## src/rtl/trap_ctrl.sv

```systemverilog
// rtl/trap_ctrl.sv - machine-mode trap entry/exit controller and trap CSR file
module trap_ctrl #(
    parameter logic [63:0] RESET_MTVEC = 64'h0,
    parameter logic [1:0]  RESET_PRIV  = 2'b11
) (
    input  logic        clk,
    input  logic        rst,
    input  logic        exc_en,
    input  logic [3:0]  exc_code,
    input  logic [63:0] exc_val,
    input  logic        mret,
    input  logic [63:0] pc_addr,
    input  logic        we_csr,
    input  logic [11:0] r_csr_addr,
    input  logic [63:0] w_csr_data,
    output logic        trap_taken,
    output logic        trap_done,
    output logic        pc_redirect,
    output logic [63:0] pc_redirect_target,
    output logic [1:0]  priv_lvl,
    output logic        csr_hit,
    output logic [63:0] csr_rdata
);

    localparam logic [1:0] S_IDLE  = 2'd0;
    localparam logic [1:0] S_ENTER = 2'd1;
    localparam logic [1:0] S_EXIT  = 2'd2;

    localparam logic [11:0] A_MSTATUS = 12'h300;
    localparam logic [11:0] A_MTVEC   = 12'h305;
    localparam logic [11:0] A_MEPC    = 12'h341;
    localparam logic [11:0] A_MCAUSE  = 12'h342;
    localparam logic [11:0] A_MTVAL   = 12'h343;

    logic [1:0]  state;
    logic        mie;
    logic        mpie;
    logic [1:0]  mpp;
    logic [61:0] mtvec_q;
    logic [61:0] mepc_q;
    logic        mcause_int;
    logic [3:0]  mcause_code;
    logic [63:0] mtval_q;
    logic [1:0]  priv_q;

    // mret outside M-mode is an illegal instruction and enters the trap path
    logic        illegal_mret;
    logic        trap_req;
    logic        mret_ok;
    logic [3:0]  trap_code;
    logic [63:0] trap_val;
    logic [1:0]  wr_mpp;

    always_comb begin
        illegal_mret = mret && (priv_q != 2'b11);
        trap_req     = exc_en || illegal_mret;
        mret_ok      = !exc_en && mret && (priv_q == 2'b11);
        trap_code    = exc_en ? exc_code : 4'd2;
        trap_val     = exc_en ? exc_val : 64'h0;
        wr_mpp       = (w_csr_data[12:11] == 2'b10) ? 2'b00 : w_csr_data[12:11];
    end

    always_ff @(posedge clk) begin
        if (rst) begin
            state       <= S_IDLE;
            mie         <= 1'b0;
            mpie        <= 1'b0;
            mpp         <= 2'b00;
            mtvec_q     <= RESET_MTVEC[63:2];
            mepc_q      <= '0;
            mcause_int  <= 1'b0;
            mcause_code <= 4'd0;
            mtval_q     <= '0;
            priv_q      <= RESET_PRIV;
        end else if (state == S_IDLE) begin
            if (trap_req) begin
                state       <= S_ENTER;
                mepc_q      <= pc_addr[63:2];
                mcause_int  <= 1'b0;
                mcause_code <= trap_code;
                mtval_q     <= trap_val;
                mpie        <= mie;
                mie         <= 1'b0;
                mpp         <= priv_q;
                priv_q      <= 2'b11;
            end else if (mret_ok) begin
                state  <= S_EXIT;
                priv_q <= mpp;
                mie    <= mpie;
                mpie   <= 1'b1;
                mpp    <= 2'b00;
            end else if (we_csr) begin
                case (r_csr_addr)
                    A_MSTATUS: begin
                        mie  <= w_csr_data[3];
                        mpie <= w_csr_data[7];
                        mpp  <= wr_mpp;
                    end
                    A_MTVEC:  mtvec_q <= w_csr_data[63:2];
                    A_MEPC:   mepc_q  <= w_csr_data[63:2];
                    A_MCAUSE: begin
                        mcause_int  <= w_csr_data[63];
                        mcause_code <= w_csr_data[3:0];
                    end
                    A_MTVAL:  mtval_q <= w_csr_data;
                    default: ;
                endcase
            end
        end else begin
            state <= S_IDLE;
        end
    end

    always_comb begin
        trap_taken         = (state == S_ENTER);
        trap_done          = (state == S_EXIT);
        pc_redirect        = trap_taken || trap_done;
        priv_lvl           = priv_q;
        pc_redirect_target = 64'h0;
        if (state == S_ENTER)
            pc_redirect_target = {mtvec_q, 2'b00};
        else if (state == S_EXIT)
            pc_redirect_target = {mepc_q, 2'b00};
    end

    always_comb begin
        csr_hit   = 1'b1;
        csr_rdata = 64'h0;
        case (r_csr_addr)
            A_MSTATUS: csr_rdata = {51'h0, mpp, 3'b000, mpie, 3'b000, mie, 3'b000};
            A_MTVEC:   csr_rdata = {mtvec_q, 2'b00};
            A_MEPC:    csr_rdata = {mepc_q, 2'b00};
            A_MCAUSE:  csr_rdata = {mcause_int, 59'h0, mcause_code};
            A_MTVAL:   csr_rdata = mtval_q;
            default:   csr_hit   = 1'b0;
        endcase
    end

endmodule

```

## config.mk

```make
export PLATFORM = sky130hd
export DESIGN_NAME = trap_ctrl
export DESIGN_NICKNAME = d
export VERILOG_FILES = /design/src/rtl/trap_ctrl.sv
export SDC_FILE = /design/constraint.sdc
export NUM_CORES = 1
export LEC_CHECK = 0
export BUFFER_PORTS_ARGS = -buffer_cell sky130_fd_sc_hd__buf_4
export CAP_MARGIN = 0
export CORE_MARGIN = 3
export CORE_UTILIZATION = 25
export DETAILED_ROUTE_END_ITERATION = 10
export RECOVER_POWER = 50
export SKIP_LAST_GASP = 1
export SYNTH_ARGS = -nofsm -noshare
export SYNTH_HDL_FRONTEND = slang
export SYNTH_SLANG_ARGS = --single-unit
```

## constraint.sdc

```tcl
create_clock -name clk -period 2.93 [get_ports clk]
set_input_delay 0.1465 -clock clk [delete_from_list [all_inputs] [get_ports clk]]
set_output_delay 0.1465 -clock clk [all_outputs]
set_load 0.05 [all_outputs]
```

==> metrics.csv, run 1 <==
metric;value;unit
Netlist cell types;54;
Syn Inst Count;1486;
RR Startpoint;state[0]$_SDFFE_PP0P_;
Skew-Pair Late Insertion Delay;0.53;ns
Post-synth ARST share;0;%
leakage;6.56;nW
post-synthesis cell area;12100;um^2
GP Congestion;0.816;
Hold Path Sink;mtval_q[16]$_SDFFE_PP0P_;
unrepaired setup endpoints after global routing;false;
gr usage total;19.6;%
Max Slew Vio Count;0;
cts bufs inserted;25;
Detail Route met3 WL;4110;um
clock tree buffer depth;3;
ys flop type;dfxtp_1;
Top Family by Delay on Critical Path;buffers and inverters;
pre-CTS setup slack;0.529;ns
Hold/Removal Path Class;in2reg;
measured slew at the worst slew-check pin;1.13;ns
n_diodes;0;
drt wl/cell;21.7;um
R2R setup slack;0.36;ns
HP Start;exc_val[16];
drt initial violations;1418;
Syn. warnings;0;
initial antenna violation count;1;
Port Buf Inserts;342;
Clock Skews;0.00807;ns
crit path time final;2.70;ns
Worst-path clk slew;0.06;ns
PwrDens;474;nW/um^2
DIE WIDTH;226;um
P&R area growth vs syn;36.2;%
global route overflow;0;
Final Util;34.9;%
Largest stage delay, worst path;0.86;ns
area of the die;50900;um^2
worst path cell trace;buf_4 -> and4bb_2 -> and3_2 -> clkbuf_4 -> a22oi_1 -> o21ai_0 -> clkbuf_2;
critical path endpoint category;primary output;
Post-synth EDFFs;0;
hold buffers post-CTS;97;
die height;226;um
fin nets;2034;
# setup viols final;0;
Antenna Nets Post-Route;0;
met1 wire length;22000;um
Seq/Total Area, Yosys;33.4;%
Area after DPL;15000;um^2
io pins;347;
global-route wire length before repair;79300;um
Worst Reg-to-Reg Cells;7;
critical path required time;2.78;ns
DR top layer;met5;
Final Cycle Share;92.0;%
Row Count;79;
Min-Delay Path Depth;3;
status;finished, final reports clean;
Layout Cells excl Fill;2439;
setup ws final;0.235;ns
MaxCap Viol Count;0;
Max Fclk;371;MHz
R2R Path End;mepc_q[61]$_SDFFE_PP0P_;
Slowest-stage cell, CP;clkbuf_4;
clock sinks;201;
Post-Layout Inst Area;16400;um^2
Slew headroom;24.5;%
syn_area_per_cell;8.12;um^2
flops & latches, synth;201;
CP Buf/Inv Count;3;
effective utilization at floorplan;25.6;%
Core Box Area;47100;um^2
Post-CTS Setup Inserts;0;
DRC;0;
vias per cell;5.51;
Worst EP arrival;2.55;ns
TNS Setup;0;ns
maximum vdd drop;0.339;mV
CP Max Fanout;61;
met2 routed WL;25300;um
final hold vios;0;
final WL;53000;um
filler cell count;4876;
CTS root buf;clkbuf_16;
CTS tree;built;
Final Power;7.79;mW
kind of start point of the critical path;input port;
Placed Cells;2301;
layout cells sized above 1;27.0;%
largest net degree at the start of global routing;74;
vias;13400;
post-DP HPWL;31600;um
critical path type;in2out;
Post-CTS Resized;0;
DR pass1 iterations;8;
Clock H-tree levels;1;
hold slack;0.0256;ns
vias in the first global route;13600;
flip-flops by register name, indices dropped and copies added, names as in the netlist:
name	cells
priv_lvl	2
mcause_int	1
mepc_q	62
mtvec_q	62
mpie	1
mpp	2
mcause_code	4
state	2
mtval_q	64
mie	1
power by group:
group          internal [mW]  total (mW)  switching, mW
Sequential              2.95        3.10          0.147
Clock                   1.68        2.90           1.22
Combinational          0.725        1.78           1.06
Total                   5.36        7.79           2.42
worst min-delay path, delay by kind of cell:
| kind | cells | cell delay, ns |
|---|---|---|
| AOI/OAI and AO/OA | 2 | 0.28 |
| buffers and inverters | 1 | 0.08 |
worst max path at each step:
stage / startpoint / cells past startpoint / end / slack, ns
after CTS: state[0]$_SDFFE_PP0P_ / 6 / pc_redirect_target[19] / 0.33
final: r_csr_addr[10] / 7 / csr_rdata[63] / 0.23
after floorplan: state[0]$_SDFFE_PP0P_ / 6 / pc_redirect_target[10] / 0.22
after global placement: state[0]$_SDFFE_PP0P_ / 7 / mtvec_q[25]$_SDFFE_PP0P_ / 0.61
after global routing: r_csr_addr[5] / 7 / csr_rdata[13] / 0.15
after detailed placement: state[0]$_SDFFE_PP0P_ / 7 / mtvec_q[20]$_SDFFE_PP0P_ / 0.53
cells in the final DEF, fill, tap and decap left out, types with 3 or more instances in the layout:
cell type      synthesis  final
clkbuf_2               0     40
clkbuf_8               0      5
a221oi_1              42     70
clkbuf_1              98     11
buf_12                 0     13
o2111a_1              58     58
inv_1                186    186
a222oi_1              56     56
a22oi_1                6      6
clkbuf_16              0     25
nand4_1                6      6
nor2b_1                6      6
o221ai_1               4      4
nand3_1               67     67
a21o_1                 3      3
mux2i_1                9      9
a211oi_1              58     58
a221oi_2              90     62
buf_4                 18    322
dfxtp_1              201    201
a21oi_1               69     69
dlygate4sd3_1          0     97
nand2_1              262    262
o21ai_0              137    137
nor2_1                 4      5
and4_1                 7      5
cell usage after synthesis (3+ instances only):
master,n,area (um^2)
a221oi_2,90,1350
nand3_1,67,335
ha_1,3,37.5
a211oi_1,58,435
buf_2,37,185
buf_1,5,18.8
nor2b_1,6,37.5
a22oi_1,6,45.0
nand4_1,6,37.5
buf_6,16,180
dfxtp_1,201,4020
inv_1,186,698
and4_1,7,61.3
a21oi_1,69,345
o221ai_1,4,35.0
clkbuf_1,98,368
o2111a_1,58,653
a221oi_1,42,368
nor2_1,4,15.0
nand2_1,262,983
a21o_1,3,22.5
buf_4,18,135
a222oi_1,56,561
mux2i_1,9,90.1
o21ai_0,137,686
cells by family after synthesis:
kind of cell	after synthesis	synth area share (%)
mux	11	0.933
fa+ha+maj	3	0.311
flops	201	33.4
simple gates	371	13.8
compound gates	538	38.5
other cells	1	0.0311
buf+inv	361	13.2
layer usage:
layer / vias to the layer above / global-route usage, %
li1: 6103 / -
met1: 6492 / 25.1
met2: 714 / 33.6
met3: 122 / 3.04
met4: 2 / 6.99
met5: - / 0
layout make-up:
cell class                 instances  area [um^2]  share of cell area, %
clock buffer                      38          724                   4.41
clock inverter                     3         18.8                  0.114
inverter                         187          702                   4.27
multi-input combinational        925         6320                   38.4
sequential                       201         4020                   24.5
tap                              607          759                   4.62
timing repair buffer             478         3890                   23.7
No activity file was read; power rests on OpenSTA's default activity.
==> inputs of run 2 (changes only) <==
Settings changed: CORE_ASPECT_RATIO set to 2.
==> metrics.csv, run 2 (synthesis results as in run 1) <==
metric;value;unit;change
status;finished, final reports clean;;
DR pass1 iterations;9;;+1
io pins;347;;unchanged
Max Slew Vio Count;0;;unchanged
final WL;56000;um;+5.6%
Antenna Nets Post-Route;0;;unchanged
Final Power;7.81;mW;+0.36%
area of the die;51100;um^2;+0.31%
GP Congestion;0.848;;+4.0%
largest net degree at the start of global routing;86;;+16%
combinational share of power;23.0;%;about the same
unrepaired setup endpoints after global routing;false;;
Port Buf Inserts;342;;unchanged
Final Cycle Share;93.5;%;+1.5 points
commonest non-fill, non-tap cell in the layout;buf_4;;
critical path required time;2.78;ns;about the same
crit path time final;2.74;ns;+0.0448 ns
Core Box Area;47600;um^2;+1.1%
Clock Skews;0.0141;ns;+0.00603 ns
clock tree buffer depth;3;;unchanged
post-DP HPWL;36300;um;+15%
hold slack;0.0274;ns;+0.00176 ns
final hold vios;0;;unchanged
Area after DPL;15000;um^2;-0.27%
global-route wire length before repair;82400;um;+4.0%
CTS tree;built;;
CP Max Fanout;62;;+1.6%
die height;317;um;+40%
filler cell count;4964;;+1.8%
maximum vdd drop;0.321;mV;-5.4%
vias;13600;;+1.4%
layout cells sized above 1;27.0;%;about the same
CTS root buf;clkbuf_16;;
Worst-path clk slew;0.06;ns;about the same
DRC;0;;unchanged
R2R setup slack;0.21;ns;-0.15 ns
Worst Reg-to-Reg Cells;6;;-1
MaxCap Viol Count;0;;unchanged
Post-CTS Setup Inserts;0;;unchanged
vias per cell;5.51;;about the same
Cell Int Power;5.34;mW;-0.39%
switching share of power;31.6;%;+0.51 points
critical path endpoint category;primary output;;
Clock H-tree levels;1;;unchanged
drt wl/cell;22.6;um;+4.2%
PwrDens;476;nW/um^2;+0.55%
effective utilization at floorplan;25.3;%;-0.27 points
drt initial violations;1601;;+13%
fin nets;2036;;+0.098%
HP Start;exc_val[10];;
R2R Path End;mepc_q[43]$_SDFFE_PP0P_;;
biggest regs;mtval_q: 64 flops, mepc_q: 62 flops, mtvec_q: 62 flops;;
Final Util;34.4;%;-0.43 points
Min-Delay Path Depth;3;;unchanged
register share of total power;39.7;%;about the same
cts bufs inserted;22;;-12%
Hold Path Sink;mtval_q[10]$_SDFFE_PP0P_;;
critical path type;in2out;;
sw power;2.47;mW;+2.0%
Max Fclk;365;MHz;-1.6%
Post-Layout Inst Area;16400;um^2;-0.20%
commonest non-fill, non-tap cells in the layout;buf_4 (295), nand2_1 (262), dfxtp_1 (201);;
P&R area growth vs syn;35.9;%;
Skew-Pair Late Insertion Delay;0.54;ns;about the same
DIE WIDTH;161;um;-29%
Hold/Removal Path Class;in2reg;;
Largest register FFs;64;;unchanged
initial antenna violation count;7;;+6
vias in the first global route;13700;;+0.95%
Row Count;113;;+43%
Slew headroom;17.4;%;-7.1 points
leakage;6.52;nW;-0.66%
Worst EP arrival;2.59;ns;+0.04 ns
kind of start point of the critical path;input port;;
global route overflow;0;;unchanged
RR Startpoint;priv_lvl[0]$_SDFFE_PP1P_;;
# setup viols final;0;;unchanged
TNS Setup;0;ns;unchanged
measured slew at the worst slew-check pin;1.24;ns;+0.107 ns
Clk network pwr share;37.3;%;about the same
gr usage total;20.6;%;+1.0 points
clock sinks;201;;unchanged
Top reg by flops;mtval_q;;
run 2: cell count changes in the layout (fill, tap and decap cells not counted), sizes merged:
| cell | delta |
|---|---|
| bufinv | +2 |
| clkbuf | +28 |
| clkinv | +1 |
| buf | -32 |
| diode | +7 |
| dlygate4sd3 | +2 |
| clkinvlp | +1 |
run 2: repair_timing:
item	4_1_cts	5_1_grt
setup endpoints to repair	0	1
hold endpoints to repair	98	0
gates resized for setup	0	1
hold buffers	99	0
run 2: worst max-delay path by stage:
stage,start,endpoint,slack [ns],cells past startpoint
global placement,priv_lvl[0]$_SDFFE_PP1P_,mepc_q[20]$_SDFFE_PP0P_,0.56,5
CTS,state[1]$_SDFFE_PP0P_,mtvec_q[55]$_SDFFE_PP0P_,0.13,8
detailed placement,priv_lvl[0]$_SDFFE_PP1P_,mepc_q[2]$_SDFFE_PP0P_,0.49,5
floorplan,state[0]$_SDFFE_PP0P_,pc_redirect_target[10],0.22,6
finish,r_csr_addr[5],csr_rdata[29],0.19,8
global route,priv_lvl[0]$_SDFFE_PP1P_,mepc_q[34]$_SDFFE_PP0P_,0.06,6
run 2: layout make-up:
cell class	count	area, um^2	area share (%)
Clock inverter	7	98.8	0.603
Antenna cell	7	17.5	0.107
Inverter	187	702	4.28
Multi-Input combinational cell	925	6370	38.8
Timing Repair Buffer	483	3770	23.0
Clock buffer	31	624	3.81
Sequential cell	201	4020	24.5
Tap cell	632	791	4.82
run 2: through the flow:
| step | cells | setup slack, ns |
|---|---|---|
| after global routing | 2472 | 0.0625 |
| after floorplan | 1487 | 0.221 |
| after global placement | 2329 | 0.563 |
| after detailed placement | 2329 | 0.485 |
| after CTS | 2466 | 0.134 |
| final | 2473 | 0.190 |
run 2: per-layer routing:
| layer | vias up | global-route usage (%) | wire length (um) |
|---|---|---|---|
| li1 | 6121 | - | - |
| met3 | 192 | 2.97 | 4180 |
| met2 | 819 | 36.5 | 28300 |
| met1 | 6487 | 23.3 | 20100 |
| met4 | 2 | 12.4 | 3360 |
| met5 | - | 0 | 13 |
run 2: critical path, stage by stage:
cell and delay (ns):
buf_4 0.12, nor4_4 0.39, clkbuf_1 0.43, and4_1 0.46
buf_12 0.30, a222oi_1 0.18, inv_1 0.16, clkbuf_2 0.30
run 2: power by group through the flow:
| stage | Clock [mW] | Sequential [mW] | Combinational [mW] |
|---|---|---|---|
| global placement | 0 | 3.15 | 1.70 |
| floorplan | 0 | 3.11 | 1.09 |
| finish | 2.92 | 3.10 | 1.79 |
| CTS | 3.00 | 3.10 | 1.84 |
| global route | 3.09 | 3.13 | 1.92 |
| detailed placement | 0 | 3.16 | 1.72 |
==> inputs of run 3 (changes only) <==
Settings changed: CORE_MARGIN 3 to unset.
Clock period 2.93 ns to 2.65 ns, I/O delays scaled along.
==> metrics.csv, run 3 (synthesis results as in run 1) <==
metric;value;unit;change
status;finished, final reports clean;;
Layout Cells excl Fill;2484;;+0.44%
pre-CTS setup slack;0.394;ns;-0.0918 ns
drt initial violations;1402;;-12%
GP Congestion;0.844;;-0.54%
maximum vdd drop;0.362;mV;+13%
final WL;54500;um;-2.7%
Largest register FFs;64;;unchanged
PwrDens;520;nW/um^2;+9.2%
DIE WIDTH;157;um;-2.5%
cts bufs inserted;22;;unchanged
vias;13700;;+0.34%
effective utilization at floorplan;25.4;%;+0.075 points
final hold vios;0;;unchanged
setup ws final;0.189;ns;-0.000538 ns
vias in the first global route;13900;;+1.4%
filler cell count;4952;;-0.24%
most frequent cell on the critical path;clkbuf_2;;
commonest non-fill, non-tap cells in the layout;buf_4 (326), nand2_1 (262), dfxtp_1 (201);;
Post-CTS Setup Inserts;0;;unchanged
Final Cycle Share;92.9;%;
leakage;6.65;nW;+2.1%
critical path endpoint category;primary output;;
Core Box Area;47500;um^2;-0.30%
DRC;0;;unchanged
P&R area growth vs syn;39.0;%;
measured slew at the worst slew-check pin;0.840;ns;-0.399 ns
crit path time final;2.46;ns;
gr usage total;21.7;%;+1.1 points
Clock H-tree levels;1;;unchanged
Worst-path clk slew;0.07;ns;about the same
Top reg by flops;mtval_q;;
# setup viols final;0;;unchanged
largest net degree at the start of global routing;73;;-15%
Post-CTS Resized;0;;unchanged
clock sinks;201;;unchanged
area of the die;49200;um^2;-3.7%
Slew headroom;44.0;%;+27 points
Placed Cells;2330;;+0.043%
kind of start point of the critical path;input port;;
drt wl/cell;21.9;um;-3.1%
Hold/Removal Path Class;in2reg;;
global-route wire length before repair;81900;um;-0.66%
global route overflow;0;;unchanged
commonest non-fill, non-tap cell in the layout;buf_4;;
io pins;347;;unchanged
CTS root buf;clkbuf_16;;
Final Util;35.3;%;+0.87 points
Slowest-stage cell, CP;nor4_4;;
Worst EP arrival;2.33;ns;-0.26 ns
Max Fclk;406;MHz;
hold buffers post-CTS;105;;+6.1%
unrepaired setup endpoints after global routing;false;;
die height;313;um;-1.3%
Clock Skews;0.00740;ns;-0.00670 ns
initial antenna violation count;8;;+1
DR pass1 iterations;8;;-1
fin nets;2043;;+0.34%
worst path cell trace;buf_4 -> nor4_4 -> and4_1 -> clkbuf_2 -> a222oi_1 -> inv_1 -> clkbuf_2;;
layout cells sized above 1;26.9;%;-0.078 points
Antenna Nets Post-Route;0;;unchanged
CTS tree;built;;
biggest regs;mtval_q: 64 flops, mepc_q: 62 flops, mtvec_q: 62 flops;;
Largest stage delay, worst path;0.52;ns;+0.06 ns
CP Max Fanout;14;;-77%
TNS Setup;0;ns;unchanged
Port Buf Inserts;342;;unchanged
critical path type;in2out;;
Max Slew Vio Count;0;;unchanged
MaxCap Viol Count;0;;unchanged
critical path required time;2.52;ns;-0.26 ns
vias per cell;5.50;;-0.11%
Row Count;113;;unchanged
Skew-Pair Late Insertion Delay;0.52;ns;-0.02 ns
post-DP HPWL;35000;um;-3.6%
clock tree buffer depth;3;;unchanged
hold slack;0.0254;ns;-0.00200 ns
run 3: cell types whose count changed in the layout (fill, tap and decap cells not counted), sizes merged:
cell,previous run,this run
dlygate4sd3,99,105
buf,305,349
diode,7,9
clkbuf,110,68
clkinvlp,1,2
run 3: stage by stage:
stage / area (um^2) / total power [mW]
2_1_floorplan: 12100 / 4.66
3_3_place_gp: 15200 / 5.40
3_5_place_dp: 15200 / 5.44
4_1_cts: 17000 / 8.86
5_1_grt: 16800 / 9.08
6_report: 16800 / 8.72
run 3: cell type report:
cell class                 count  area [um^2]  area share, %
sequential                   201         4020           24.0
clock inverter                 8         98.8          0.590
clock buffer                  32          649           3.87
antenna                        9         22.5          0.134
inverter                     187          702           4.19
multi-input combinational    925         6360           38.0
timing repair buffer         490         4120           24.5
tap                          632          791           4.72
run 3: report_power, final:
| part | total (mW) | switching (mW) | internal (mW) |
|---|---|---|---|
| sequential | 3.43 | 0.163 | 3.26 |
| clock | 3.26 | 1.36 | 1.90 |
| combinational | 2.04 | 1.19 | 0.847 |
run 3: path summary, 6_finish.rpt:
check	depth (start not counted)	slack, ns	endpoint	from
max reg2reg	7	0.31	mtval_q[59]$_SDFFE_PP0P_	state[0]$_SDFFE_PP0P_
max	7	0.19	csr_rdata[40]	r_csr_addr[5]
min	3	0.03	mtval_q[19]$_SDFFE_PP0P_	exc_val[19]
min reg2reg	2	0.46	mtval_q[17]$_SDFFE_PP0P_	mtval_q[17]$_SDFFE_PP0P_
run 3: routing by layer:
metal / track usage, % / share of wire (%)
met1: 24.2 / 37
met2: 37.6 / 50
met3: 3.43 / 6.9
met4: 14.5 / 5.8
met5: 0 / 0.017
run 3: critical path: cells and delay by family:
family                 cells  cell delay, ns
buffers and inverters      4            0.97
AOI/OAI and AO/OA          1            0.17
and+or+nand+nor            2            1.04
